### config.mk
export PLATFORM = sky130hd
export DESIGN_NAME = mem_req_ctrl_flat
export DESIGN_NICKNAME = d
export VERILOG_FILES = /design/src/rtl/mem_req_ctrl_pkg.sv /design/src/rtl/mem_req_ctrl_if.sv /design/src/rtl/mem_req_ctrl.sv /design/src/flat_wrapper.sv
export SDC_FILE = /design/constraint.sdc
export NUM_CORES = 1
export LEC_CHECK = 0
export CORE_ASPECT_RATIO = 1.1
export CORE_MARGIN = 4
export CORE_UTILIZATION = 31
export CTS_CLUSTER_DIAMETER = 200
export DETAILED_ROUTE_END_ITERATION = 8
export GPL_ROUTABILITY_DRIVEN = 0
export PLACE_DENSITY = 0.9
export SLEW_MARGIN = 5
export SYNTH_ARGS = -nofsm -noshare
export SYNTH_HDL_FRONTEND = slang
export SYNTH_SLANG_ARGS = --single-unit
### constraint.sdc
create_clock -name clock -period 1.35 [get_ports clock]
set_input_delay 0.27 -clock clock [delete_from_list [all_inputs] [get_ports clock]]
set_output_delay 0.27 -clock clock [all_outputs]
set_load 0.005 [all_outputs]
### src/rtl/mem_req_ctrl_pkg.sv
// mem_req_ctrl_pkg: controller state encoding shared by mem_req_ctrl and its bench
package mem_req_ctrl_pkg;
    localparam int STATE_W = 2;
    typedef enum logic [STATE_W-1:0] {CLEAR, IDLE, READ, RESP} state_t;
endpackage

### src/rtl/mem_req_ctrl_if.sv
// mem_req_ctrl_if: request/response channel plus sync_mem pins of mem_req_ctrl
interface mem_req_ctrl_if #(parameter int DEPTH = 4, parameter int WIDTH = 8);
    logic             reqValid;
    logic             reqReady;
    logic             reqWrite;
    logic [DEPTH-1:0] reqAddr;
    logic [WIDTH-1:0] reqData;
    logic             rspValid;
    logic             rspReady;
    logic [WIDTH-1:0] rspData;
    logic             busy;
    logic             memWriteEnable;
    logic [DEPTH-1:0] memAddress;
    logic [WIDTH-1:0] memWriteData;
    logic [WIDTH-1:0] memReadData;
    modport master (
        output reqValid, reqWrite, reqAddr, reqData, rspReady, memReadData,
        input  reqReady, rspValid, rspData, busy, memWriteEnable, memAddress, memWriteData
    );
    modport slave (
        input  reqValid, reqWrite, reqAddr, reqData, rspReady, memReadData,
        output reqReady, rspValid, rspData, busy, memWriteEnable, memAddress, memWriteData
    );
endinterface

### src/rtl/mem_req_ctrl.sv
// mem_req_ctrl: valid/ready request stream to single-cycle sync_mem commands with held read response.
// MEM_REQ_CTRL_CLEAR_EN adds a post-reset zero-fill sweep of the whole memory.
module mem_req_ctrl
    import mem_req_ctrl_pkg::*;
#(
    parameter int DEPTH = 4,
    parameter int WIDTH = 8
) (
    input logic           clock,
    input logic           resetN,
    mem_req_ctrl_if.slave bus
);
    state_t           state_q, state_d;
    logic [WIDTH-1:0] rsp_data_q;
    logic [DEPTH-1:0] clr_q;
    logic             accept;
`ifdef MEM_REQ_CTRL_CLEAR_EN
    localparam state_t RST_STATE = CLEAR;
    always_ff @(posedge clock or negedge resetN) begin
        if (!resetN) clr_q <= '0;
        else if (state_q == CLEAR) clr_q <= clr_q + 1'b1;
    end
`else
    localparam state_t RST_STATE = IDLE;
    assign clr_q = '0;
`endif
    always_ff @(posedge clock or negedge resetN) begin
        if (!resetN) begin
            state_q    <= RST_STATE;
            rsp_data_q <= '0;
        end else begin
            state_q <= state_d;
            if (state_q == READ) rsp_data_q <= bus.memReadData;
        end
    end
    assign accept = bus.reqValid && bus.reqReady;
    always_comb begin
        state_d = state_q;
        case (state_q)
            CLEAR:   state_d = (clr_q == '1) ? IDLE : CLEAR;
            IDLE:    state_d = (accept && !bus.reqWrite) ? READ : IDLE;
            READ:    state_d = RESP;
            RESP:    state_d = !bus.rspReady ? RESP : (accept && !bus.reqWrite) ? READ : IDLE;
            default: state_d = RST_STATE;
        endcase
    end
    // the sweep owns the memory pins while clearing; otherwise they mirror the accepted request
    always_comb begin
        bus.reqReady       = (state_q == IDLE) || (state_q == RESP && bus.rspReady);
        bus.rspValid       = state_q == RESP;
        bus.rspData        = rsp_data_q;
        bus.busy           = state_q != IDLE;
        bus.memWriteEnable = (state_q == CLEAR) || (accept && bus.reqWrite);
        bus.memAddress     = (state_q == CLEAR) ? clr_q : accept ? bus.reqAddr : '0;
        bus.memWriteData   = (accept && bus.reqWrite && state_q != CLEAR) ? bus.reqData : '0;
    end
endmodule

### src/flat_wrapper.sv
// flat-port wrapper written by rule: the top's interface ports become plain ports
module mem_req_ctrl_flat import mem_req_ctrl_pkg::*;
#(
    parameter int DEPTH = 4,
    parameter int WIDTH = 8
)
  (clock, resetN, bus_reqValid, bus_reqWrite, bus_reqAddr, bus_reqData, bus_rspReady, bus_memReadData, bus_reqReady, bus_rspValid, bus_rspData, bus_busy, bus_memWriteEnable, bus_memAddress, bus_memWriteData);
  mem_req_ctrl_if #(.DEPTH(DEPTH), .WIDTH(WIDTH)) bus_i ();
  input logic clock;
  input logic resetN;
  input wire logic [$bits(bus_i.reqValid)-1:0] bus_reqValid;
  input wire logic [$bits(bus_i.reqWrite)-1:0] bus_reqWrite;
  input wire logic [$bits(bus_i.reqAddr)-1:0] bus_reqAddr;
  input wire logic [$bits(bus_i.reqData)-1:0] bus_reqData;
  input wire logic [$bits(bus_i.rspReady)-1:0] bus_rspReady;
  input wire logic [$bits(bus_i.memReadData)-1:0] bus_memReadData;
  output wire logic [$bits(bus_i.reqReady)-1:0] bus_reqReady;
  output wire logic [$bits(bus_i.rspValid)-1:0] bus_rspValid;
  output wire logic [$bits(bus_i.rspData)-1:0] bus_rspData;
  output wire logic [$bits(bus_i.busy)-1:0] bus_busy;
  output wire logic [$bits(bus_i.memWriteEnable)-1:0] bus_memWriteEnable;
  output wire logic [$bits(bus_i.memAddress)-1:0] bus_memAddress;
  output wire logic [$bits(bus_i.memWriteData)-1:0] bus_memWriteData;
  assign bus_i.reqValid = bus_reqValid;
  assign bus_i.reqWrite = bus_reqWrite;
  assign bus_i.reqAddr = bus_reqAddr;
  assign bus_i.reqData = bus_reqData;
  assign bus_i.rspReady = bus_rspReady;
  assign bus_i.memReadData = bus_memReadData;
  assign bus_reqReady = bus_i.reqReady;
  assign bus_rspValid = bus_i.rspValid;
  assign bus_rspData = bus_i.rspData;
  assign bus_busy = bus_i.busy;
  assign bus_memWriteEnable = bus_i.memWriteEnable;
  assign bus_memAddress = bus_i.memAddress;
  assign bus_memWriteData = bus_i.memWriteData;
  mem_req_ctrl #(.DEPTH(DEPTH), .WIDTH(WIDTH)) u_core (.clock(clock), .resetN(resetN), .bus(bus_i));
endmodule
Yosys cells after proc, flatten, opt, wreduce, memory -nomap -nowiden. Index checks and enable logic that the tools add are counted.

Equality and inequality tests: 4. Muxes and demuxes: 6. Reductions and logical operators: 10.

Operators by type and width (count): 4-bit two-way mux (2); 8-bit two-way mux (1); 2-bit one-hot mux with 4 select lines (1); 1-bit logical AND (5); 2-bit == test (second input constant) (2); 2-bit two-way mux (2); 2-bit by 1-bit == test with 1-bit output (second input constant) (1); 2-bit zero test (1); 1-bit logical OR (2); 2-bit by 1-bit != test with 1-bit output (second input constant) (1); 2-bit nonzero test (1); 1-bit zero test (1).

Register bits: 10. Input bits: 25. Output and inout port bits: 24. Word-level logic and storage cells: 22.

Depth between registers and ports, before layout. Gate-level depths: netlist (run 1).

Word-level depth: 8. Mapped depth: 3. Gate-level depth less buffers: 2.

Least setup slack after synthesis (run 1). OpenSTA, ideal clock, no wires.

Path kind: register -> output. Start point: register u_core.state_q[1]. End point: output port bus_memWriteData[2]. Arrival time: 1.000 ns. Required time: 1.080 ns. Path slack: 0.080 ns. Cell stages (with the launch flop): 4. Buffers on the path: 1. Cell sequence: dfrtp_1 nor2b_1 buf_6 nor4b_1.

Longest elaborated chain between the ends: 7. Elaborated cells on any way between the ends: 9. Those cells by class: 2 x eq/ne; 1 x mux; 6 x reduce/logical.

Ends and longest elaborated chain: start: declaration (line mem_req_ctrl.sv:13) `state_t state_q, state_d;`; start signal: assignment (line mem_req_ctrl.sv:32) `state_q <= state_d;`; 2-bit == test (line mem_req_ctrl.sv:49) `bus.reqReady = (state_q == IDLE) || (state_q == RESP && bus.rspReady);`; 1-bit logical AND (line mem_req_ctrl.sv:49); 1-bit logical OR (line mem_req_ctrl.sv:49); 1-bit logical AND (line mem_req_ctrl.sv:36) `assign accept = bus.reqValid && bus.reqReady;`; 1-bit logical AND (line mem_req_ctrl.sv:55) `bus.memWriteData = (accept && bus.reqWrite && state_q != CLEAR) ? bus.reqData : '0;`; 1-bit logical AND * (line mem_req_ctrl.sv:55); 8-bit two-way mux * (line mem_req_ctrl.sv:55); end: declaration (line flat_wrapper.sv:23) `output wire logic [$bits(bus_i.memWriteData)-1:0] bus_memWriteData;`.

Mark *: on every way between the ends. The rest lies on a longest branch, timed or not.

Worst setup path after layout (run 1).
Start point: register u_core.state_q[0]. End point: output port bus_memWriteData[4].

Same word-level chain as after synthesis.

==> flow_metrics.py, run 1 <==
metrics = {
    "cts": {
        "num_cts_buffers": 3,
        "tritoncts": "done",
        "cts-htree-levels": 1,
        "cts.clk_slew.worst_paths_ns": 0.07,
        "max-clock-path-buffers": 2,
        "skew_pair_late_insertion_delay_ns": 0.26,
        "clock_sinks": 10,
        "clockRootBuffer": "sky130_fd_sc_hd__clkbuf_4",
    },
    "worst_setup_path": {
        "timing.rr.start": "u_core.state_q[0]",
        "worst_path_largest_cell_delay_ns": 0.59,
        "reg2reg_to": "u_core.bus.rspData[5]",
        "path_delay_family": "flip-flops",
        "worst_setup_path_start_kind": "register",
        "setup.worst_path.class": "reg2out",
        "worstSetupEndpointType": "output port",
        "crit_path_top_delay_cell": "sky130_fd_sc_hd__dfstp_2",
        "crit_buf_inv": 2,
        "worstPathCellList": "inv_6, nor4b_2, buf_2",
        "worstRegToRegCells": 3,
        "critical_path_peak_fanout": 10,
        "critPathRequiredTime_ns": 1.08,
        "cp_data_arrival_time_ns": 1.36,
        "reg2reg_setup_slack_ns": 0.06,
    },
    "detailed_routing": {
        "routedWlPerCell_um": 14.6,
        "num_vias": 630,
        "drt-pass1-iter-count": 2,
        "totalWireLength_mm": 1.87,
        "dr.first_iter.drc_count": 3,
        "drc": 0,
        "antenna_violating_nets_post_route": 0,
        "ratio_of_routed_vias_to_standard_cells": 4.92,
    },
    "global_routing": {
        "initial_antenna_violation_count": 0,
        "first_global_vias": 685,
        "overflow": 0,
        "grt_most_used_layer": "met2",
        "grt_pass1_wl_mm": 3.11,
        "global_route.usage.met3_pct": 4.51,
        "grt_max_degree": 11,
        "global_route.usage.met2_pct": 30.7,
        "gr-usage-met1_pct": 15.6,
        "all_layer_global_routing_usage_pct": 15.4,
    },
    "die": {
        "floorplan.die_area_um2": 2610,
        "floorplan.initialDensity_pct": 32.6,
        "die_x_um": 49.0,
        "die_h_um": 53.1,
        "row_count": 16,
        "core_area_um2": 1760,
        "num_io_pins": 49,
    },
    "status": {
        "status": "complete, but fails checks",
        "violations": "setup timing",
    },
    "cells_and_area": {
        "syn_to_final_growth_pct": 121,
        "nNetsFinal": 136,
        "num_antenna_cells": 0,
        "final_layout_size_suffix_gt1_share_pct": 57.3,
        "final_util_pct": 72.1,
        "layout.cells.non_filler": 128,
        "layout.filler_cells": 136,
    },
    "pwr": {
        "combPwrFrac_pct": 62.1,
        "power_density_nw_per_um2": 1750,
        "power_leakage_nw": 0.601,
        "power.switching_mw": 0.733,
        "post-layout-total-power_mw": 2.23,
        "p_sw_share_pct": 32.9,
        "irDropWorstVdd_mv": 1.38,
        "pwr-share-seq_pct": 25.8,
        "intPower_mw": 1.50,
        "power.share.clock_pct": 12.1,
    },
    "timing": {
        "max_slew.worst_pin.slew_ns": 0.425,
        "report.final.slew_viol_count": 0,
        "finalWorstPathRequiredPeriod_ns": 1.63,
        "setup_ws_ns": -0.284,
        "grt_setup_unrepaired": "true",
        "fmax_ghz": 0.612,
        "clock-skew-final_ns": 0.00158,
        "period_share_pct": 121,
        "timing.final.hold_violations": 0,
        "setup_viol_count_final": 16,
        "slew_headroom_pct": 71.6,
    },
    "synthesis": {
        "synth.area.top_cells": "sky130_fd_sc_hd__dfrtp_1, sky130_fd_sc_hd__mux2_4, sky130_fd_sc_hd__nor4b_1",
        "synth.net_count": 70,
        "yosysSeqAreaShare_pct": 43.8,
        "post-synth-top-count-cell": "sky130_fd_sc_hd__dfrtp_1",
        "synth.distinct_cells": 18,
        "yosysTopAreaCell": "sky130_fd_sc_hd__dfrtp_1",
        "yosys-top-cells-count": "sky130_fd_sc_hd__dfrtp_1, sky130_fd_sc_hd__mux2_4, sky130_fd_sc_hd__nor4b_1, sky130_fd_sc_hd__nor3b_1",
        "postSynthRegisterBits": 10,
        "synth_enable_flop_cells": 0,
        "yosysWarnings": 0,
        "yosys_most_used_dff": "sky130_fd_sc_hd__dfrtp_1",
        "netlist_area_pre_place_um2": 574,
        "post_synthesis_average_cell_area_um2": 12.8,
        "post_synth_inst_count": 45,
        "async_flop_share_pct": 100,
        "synth_top_cell_area_share_pct": 39.2,
    },
    "placement": {
        "place_worst_setup_slack_ns": -0.940,
        "dp_hpwl_mm": 1.35,
        "buffer_ports.inserted": 48,
        "post-place-cells": 115,
    },
    "min_path": {
        "min-delay-path-class": "in2async",
    },
    "run": {
        "max_cap_violations": 0,
    },
}
[cells in the final DEF (no fill, tap or decap)]
cell type,netlist,routed
sky130_fd_sc_hd__nor4b_2,0,3
sky130_fd_sc_hd__dlygate4sd2_1,0,11
sky130_fd_sc_hd__o21bai_1,1,1
sky130_fd_sc_hd__dfrtp_1,9,9
sky130_fd_sc_hd__a21boi_0,1,1
sky130_fd_sc_hd__nor3b_2,0,4
sky130_fd_sc_hd__and2_4,0,1
sky130_fd_sc_hd__nor2b_2,1,1
sky130_fd_sc_hd__clkbuf_4,0,3
sky130_fd_sc_hd__nor4b_4,0,5
sky130_fd_sc_hd__inv_6,0,1
sky130_fd_sc_hd__nand2b_1,1,1
sky130_fd_sc_hd__mux2_4,8,8
sky130_fd_sc_hd__nor2b_4,0,2
sky130_fd_sc_hd__a21oi_1,1,1
sky130_fd_sc_hd__nand2_4,0,2
sky130_fd_sc_hd__clkdlybuf4s50_1,0,21
sky130_fd_sc_hd__buf_6,2,3
sky130_fd_sc_hd__clkbuf_8,0,1
sky130_fd_sc_hd__dfstp_2,1,1
sky130_fd_sc_hd__a21o_2,1,1
sky130_fd_sc_hd__nor2_1,1,1
sky130_fd_sc_hd__buf_4,0,11
sky130_fd_sc_hd__buf_2,0,16
sky130_fd_sc_hd__or2b_1,1,1
[stage by stage]
step           area (um2)  setup TNS, ns  hold slack [ns]
2_1_floorplan         574              0          -0.0256
3_3_place_gp         1100         -11.96            0.501
3_5_place_dp         1100         -12.96            0.492
4_1_cts              1230          -3.87            0.315
6_report             1270          -3.80            0.309
5_1_grt              1270          -4.75            0.351
[per-layer routing]
| metal | share of wire (%) | vias up | wire length [um] |
|---|---|---|---|
| li1 | - | 298 | - |
| met1 | 34 | 297 | 642 |
| met2 | 56 | 35 | 1050 |
| met3 | 9.4 | 0 | 176 |
| met4 | 0 | 0 | 0 |
| met5 | 0 | - | 0 |
[registers in the layout, summed over array words and instances, names as in the netlist]
name	flops
u_core.state_q	2
u_core.bus.rspData	8
[worst max-delay path by stage]
| stage | startpoint | endpoint | slack (ns) | depth (start not counted) |
|---|---|---|---|---|
| after global placement | bus_rspReady | bus_memWriteData[0] | -0.82 | 4 |
| after floorplan | u_core.state_q[1] | bus_memWriteData[2] | 0.08 | 3 |
| after CTS | u_core.state_q[0] | bus_memWriteData[1] | -0.28 | 3 |
| after global routing | u_core.state_q[0] | bus_memWriteData[4] | -0.33 | 3 |
| after detailed placement | bus_rspReady | bus_memWriteData[5] | -0.94 | 4 |
| final | u_core.state_q[0] | bus_memWriteData[4] | -0.28 | 3 |
[area by class of cell]
class                           count  area, um2  area share (%)
Sequential cell                    10        251            19.8
Tap cell                           18       22.5            1.77
Clock buffer                        4       36.3            2.86
Timing Repair Buffer               62        503            39.6
Inverter                            1       8.76           0.690
Multi-Input combinational cell     33        448            35.3
[cells by family after synthesis]
group / after synthesis / share of synthesized area (%)
muxes: 8 / 20.9
DFF: 10 / 43.8
and+or+nand+nor: 20 / 25.7
AOI/OAI and AO/OA: 4 / 5.01
buffers and inverters: 3 / 4.57
[power groups by stage]
stage,Combinational (mW),Clock (mW),Sequential (mW)
after global routing,1.51,0.278,0.602
final,1.38,0.270,0.576
after CTS,1.34,0.275,0.580
after detailed placement,1.24,0,0.561
after floorplan,0.547,0,0.580
after global placement,1.21,0,0.559
[worst reg2reg max path, stage by stage, from the launching register on]
cell	delay, ns
sky130_fd_sc_hd__dfstp_2	0.40
sky130_fd_sc_hd__buf_4	0.15
sky130_fd_sc_hd__nor2b_4	0.29
sky130_fd_sc_hd__mux2_4	0.34
[repair_timing]
item,4_1_cts,5_1_grt
gates resized for setup,102,4
pin swaps,4,2
setup endpoints to repair,32,18
gates cloned,1,0
hold buffers,0,0
setup buffers,7,1
Power figures use the tool's default switching activity.
==> run 2: changes to the inputs <==
- ABC_CLOCK_PERIOD_IN_PS: unset -> 1350
- SKIP_CTS_REPAIR_TIMING: unset -> 1
==> flow_metrics.py, run 2 (synthesis gave the netlist of run 1 again) <==
metrics = {
    "worst_setup_path": {
        "critPathLaunch": "u_core.state_q[1]",
        "critPathRequiredTime_ns": 1.08,
        "critical_path_peak_fanout": 8,
        "crit_path_top_delay_cell": "sky130_fd_sc_hd__dfrtp_1",
        "path_delay_family": "simple AND/OR/NAND/NOR gates",
        "setup.worst_path.class": "reg2out",
        "worst_setup_path_start_kind": "register",
        "worstPathCellList": "nor2b_4, buf_8, nor4b_4, buf_2",
        "worstSetupEndpointType": "output port",
        "cp_data_arrival_time_ns": 1.37,
        "crit_buf_inv": 2,
        "timing.rr.start": "u_core.state_q[0]",
        "worst_path_largest_cell_delay_ns": 0.38,
    },
    "timing": {
        "max_slew.worst_pin.slew_ns": 0.425,
        "clock-skew-final_ns": 0.00102,
        "report.final.slew_viol_count": 0,
        "period_share_pct": 122,
        "final_setup_tns_ns": -3.85,
        "setup_ws_ns": -0.292,
        "grt_setup_unrepaired": "true",
        "timing.final.hold_violations": 0,
        "setup_viol_count_final": 16,
        "finalWorstPathRequiredPeriod_ns": 1.64,
        "fmax_ghz": 0.609,
        "slew_headroom_pct": 71.6,
    },
    "die": {
        "floorplan.die_area_um2": 2610,
        "die_x_um": 49.0,
        "row_count": 16,
        "core_area_um2": 1760,
        "floorplan.initialDensity_pct": 32.6,
        "num_io_pins": 49,
        "die_h_um": 53.1,
    },
    "placement": {
        "dp_hpwl_mm": 1.35,
        "post_dp_cell_area_um2": 1100,
        "place_worst_setup_slack_ns": -0.940,
        "buffer_ports.inserted": 48,
    },
    "cells_and_area": {
        "mostFrequentLayoutCells": "sky130_fd_sc_hd__clkdlybuf4s50_1, sky130_fd_sc_hd__buf_2, sky130_fd_sc_hd__buf_4, sky130_fd_sc_hd__dlymetal6s2s_1, sky130_fd_sc_hd__dfrtp_1",
        "most_common_cell_after_layout_fill_and_taps_aside": "sky130_fd_sc_hd__clkdlybuf4s50_1",
        "final_layout_size_suffix_gt1_share_pct": 56.5,
        "stdcell_area_um2": 1260,
        "largest_reg_flops": 8,
        "nNetsFinal": 134,
        "num_antenna_cells": 0,
        "layout.filler_cells": 130,
        "syn_to_final_growth_pct": 120,
    },
    "cts": {
        "clockRootBuffer": "sky130_fd_sc_hd__clkbuf_4",
        "clock_sinks": 10,
        "cts-htree-levels": 1,
        "skew_pair_late_insertion_delay_ns": 0.26,
        "tritoncts": "done",
        "max-clock-path-buffers": 2,
        "num_cts_buffers": 3,
        "cts.clk_slew.worst_paths_ns": 0.07,
    },
    "run": {
        "max_cap_violations": 0,
    },
    "pwr": {
        "combPwrFrac_pct": 62.0,
        "pwr-share-seq_pct": 26.0,
        "power.switching_mw": 0.690,
        "power.share.clock_pct": 12.0,
        "irDropWorstVdd_mv": 1.41,
        "intPower_mw": 1.53,
        "power_density_nw_per_um2": 1760,
        "power_leakage_nw": 0.647,
        "p_sw_share_pct": 31.1,
    },
    "detailed_routing": {
        "drc": 0,
        "totalWireLength_mm": 1.80,
        "drt-pass1-iter-count": 2,
        "routedWlPerCell_um": 14.3,
        "antenna_violating_nets_post_route": 0,
        "dr.first_iter.drc_count": 5,
        "ratio_of_routed_vias_to_standard_cells": 4.96,
        "num_vias": 625,
    },
    "global_routing": {
        "overflow": 0,
        "grt_max_degree": 14,
        "grt_pass1_wl_mm": 2.54,
        "first_global_vias": 595,
        "initial_antenna_violation_count": 0,
        "all_layer_global_routing_usage_pct": 12.6,
    },
    "min_path": {
        "min-delay-path-class": "in2async",
    },
    "status": {
        "status": "complete, but fails checks",
        "violations": "setup timing",
    },
}
-- run 2: changes by cell type in the layout (fill, tap and decap cells not counted), sizes merged --
cell | previous run | this run
buf | 30 | 26
clkbuf | 4 | 7
clkdlybuf4s50 | 21 | 23
dlygate4sd2 | 11 | 0
dlymetal6s2s | 0 | 9
nor2b | 3 | 2
-- run 2: area by class of cell --
cell class	instances	area, um2	area share (%)
timing repair buffer	61	544	43.2
multi-input combinational	32	398	31.5
sequential	10	251	19.9
clock buffer	4	36.3	2.88
tap	18	22.5	1.79
inverter	1	8.76	0.694
-- run 2: through the flow --
| stage | std cells | hold slack [ns] | power [mW] | utilization, % |
|---|---|---|---|---|
| floorplan | 45 | -0.0256 | 1.13 | - |
| global placement | 115 | 0.501 | 1.77 | 62.4 |
| detailed placement | 115 | 0.492 | 1.81 | 62.4 |
| CTS | 119 | 0.315 | 2.09 | 64.5 |
| global route | 126 | 0.353 | 2.36 | 71.6 |
| finish | 126 | 0.311 | 2.22 | 71.6 |
-- run 2: power by group through the flow --
stage,Combinational (mW),Sequential (mW),Clock [mW]
after floorplan,0.547,0.580,0
after global placement,1.21,0.559,0
after detailed placement,1.24,0.561,0
after CTS,1.25,0.570,0.275
after global routing,1.49,0.597,0.276
final,1.37,0.577,0.265
-- run 2: final timing paths --
kind | slack, ns | cells past startpoint | end
setup / recovery | -0.29 | 4 | bus_memWriteData[5]
hold / removal | 0.31 | 1 | u_core.bus.rspData[6]
setup reg to reg | 0.03 | 4 | u_core.bus.rspData[5]
hold reg to reg | 0.51 | 1 | u_core.bus.rspData[7]
max in group asynchronous | 0.71 | 1 | u_core.state_q[0]
min in group clock | 0.51 | 1 | u_core.bus.rspData[7]
-- run 2: metal layers --
| layer | routed length, um | up-vias | GRT usage (%) |
|---|---|---|---|
| li1 | - | 296 | - |
| met1 | 616 | 294 | 12.7 |
| met2 | 994 | 35 | 24.1 |
| met3 | 188 | 0 | 4.51 |
| met4 | 0 | 0 | 4.04 |
| met5 | 0 | - | 0 |
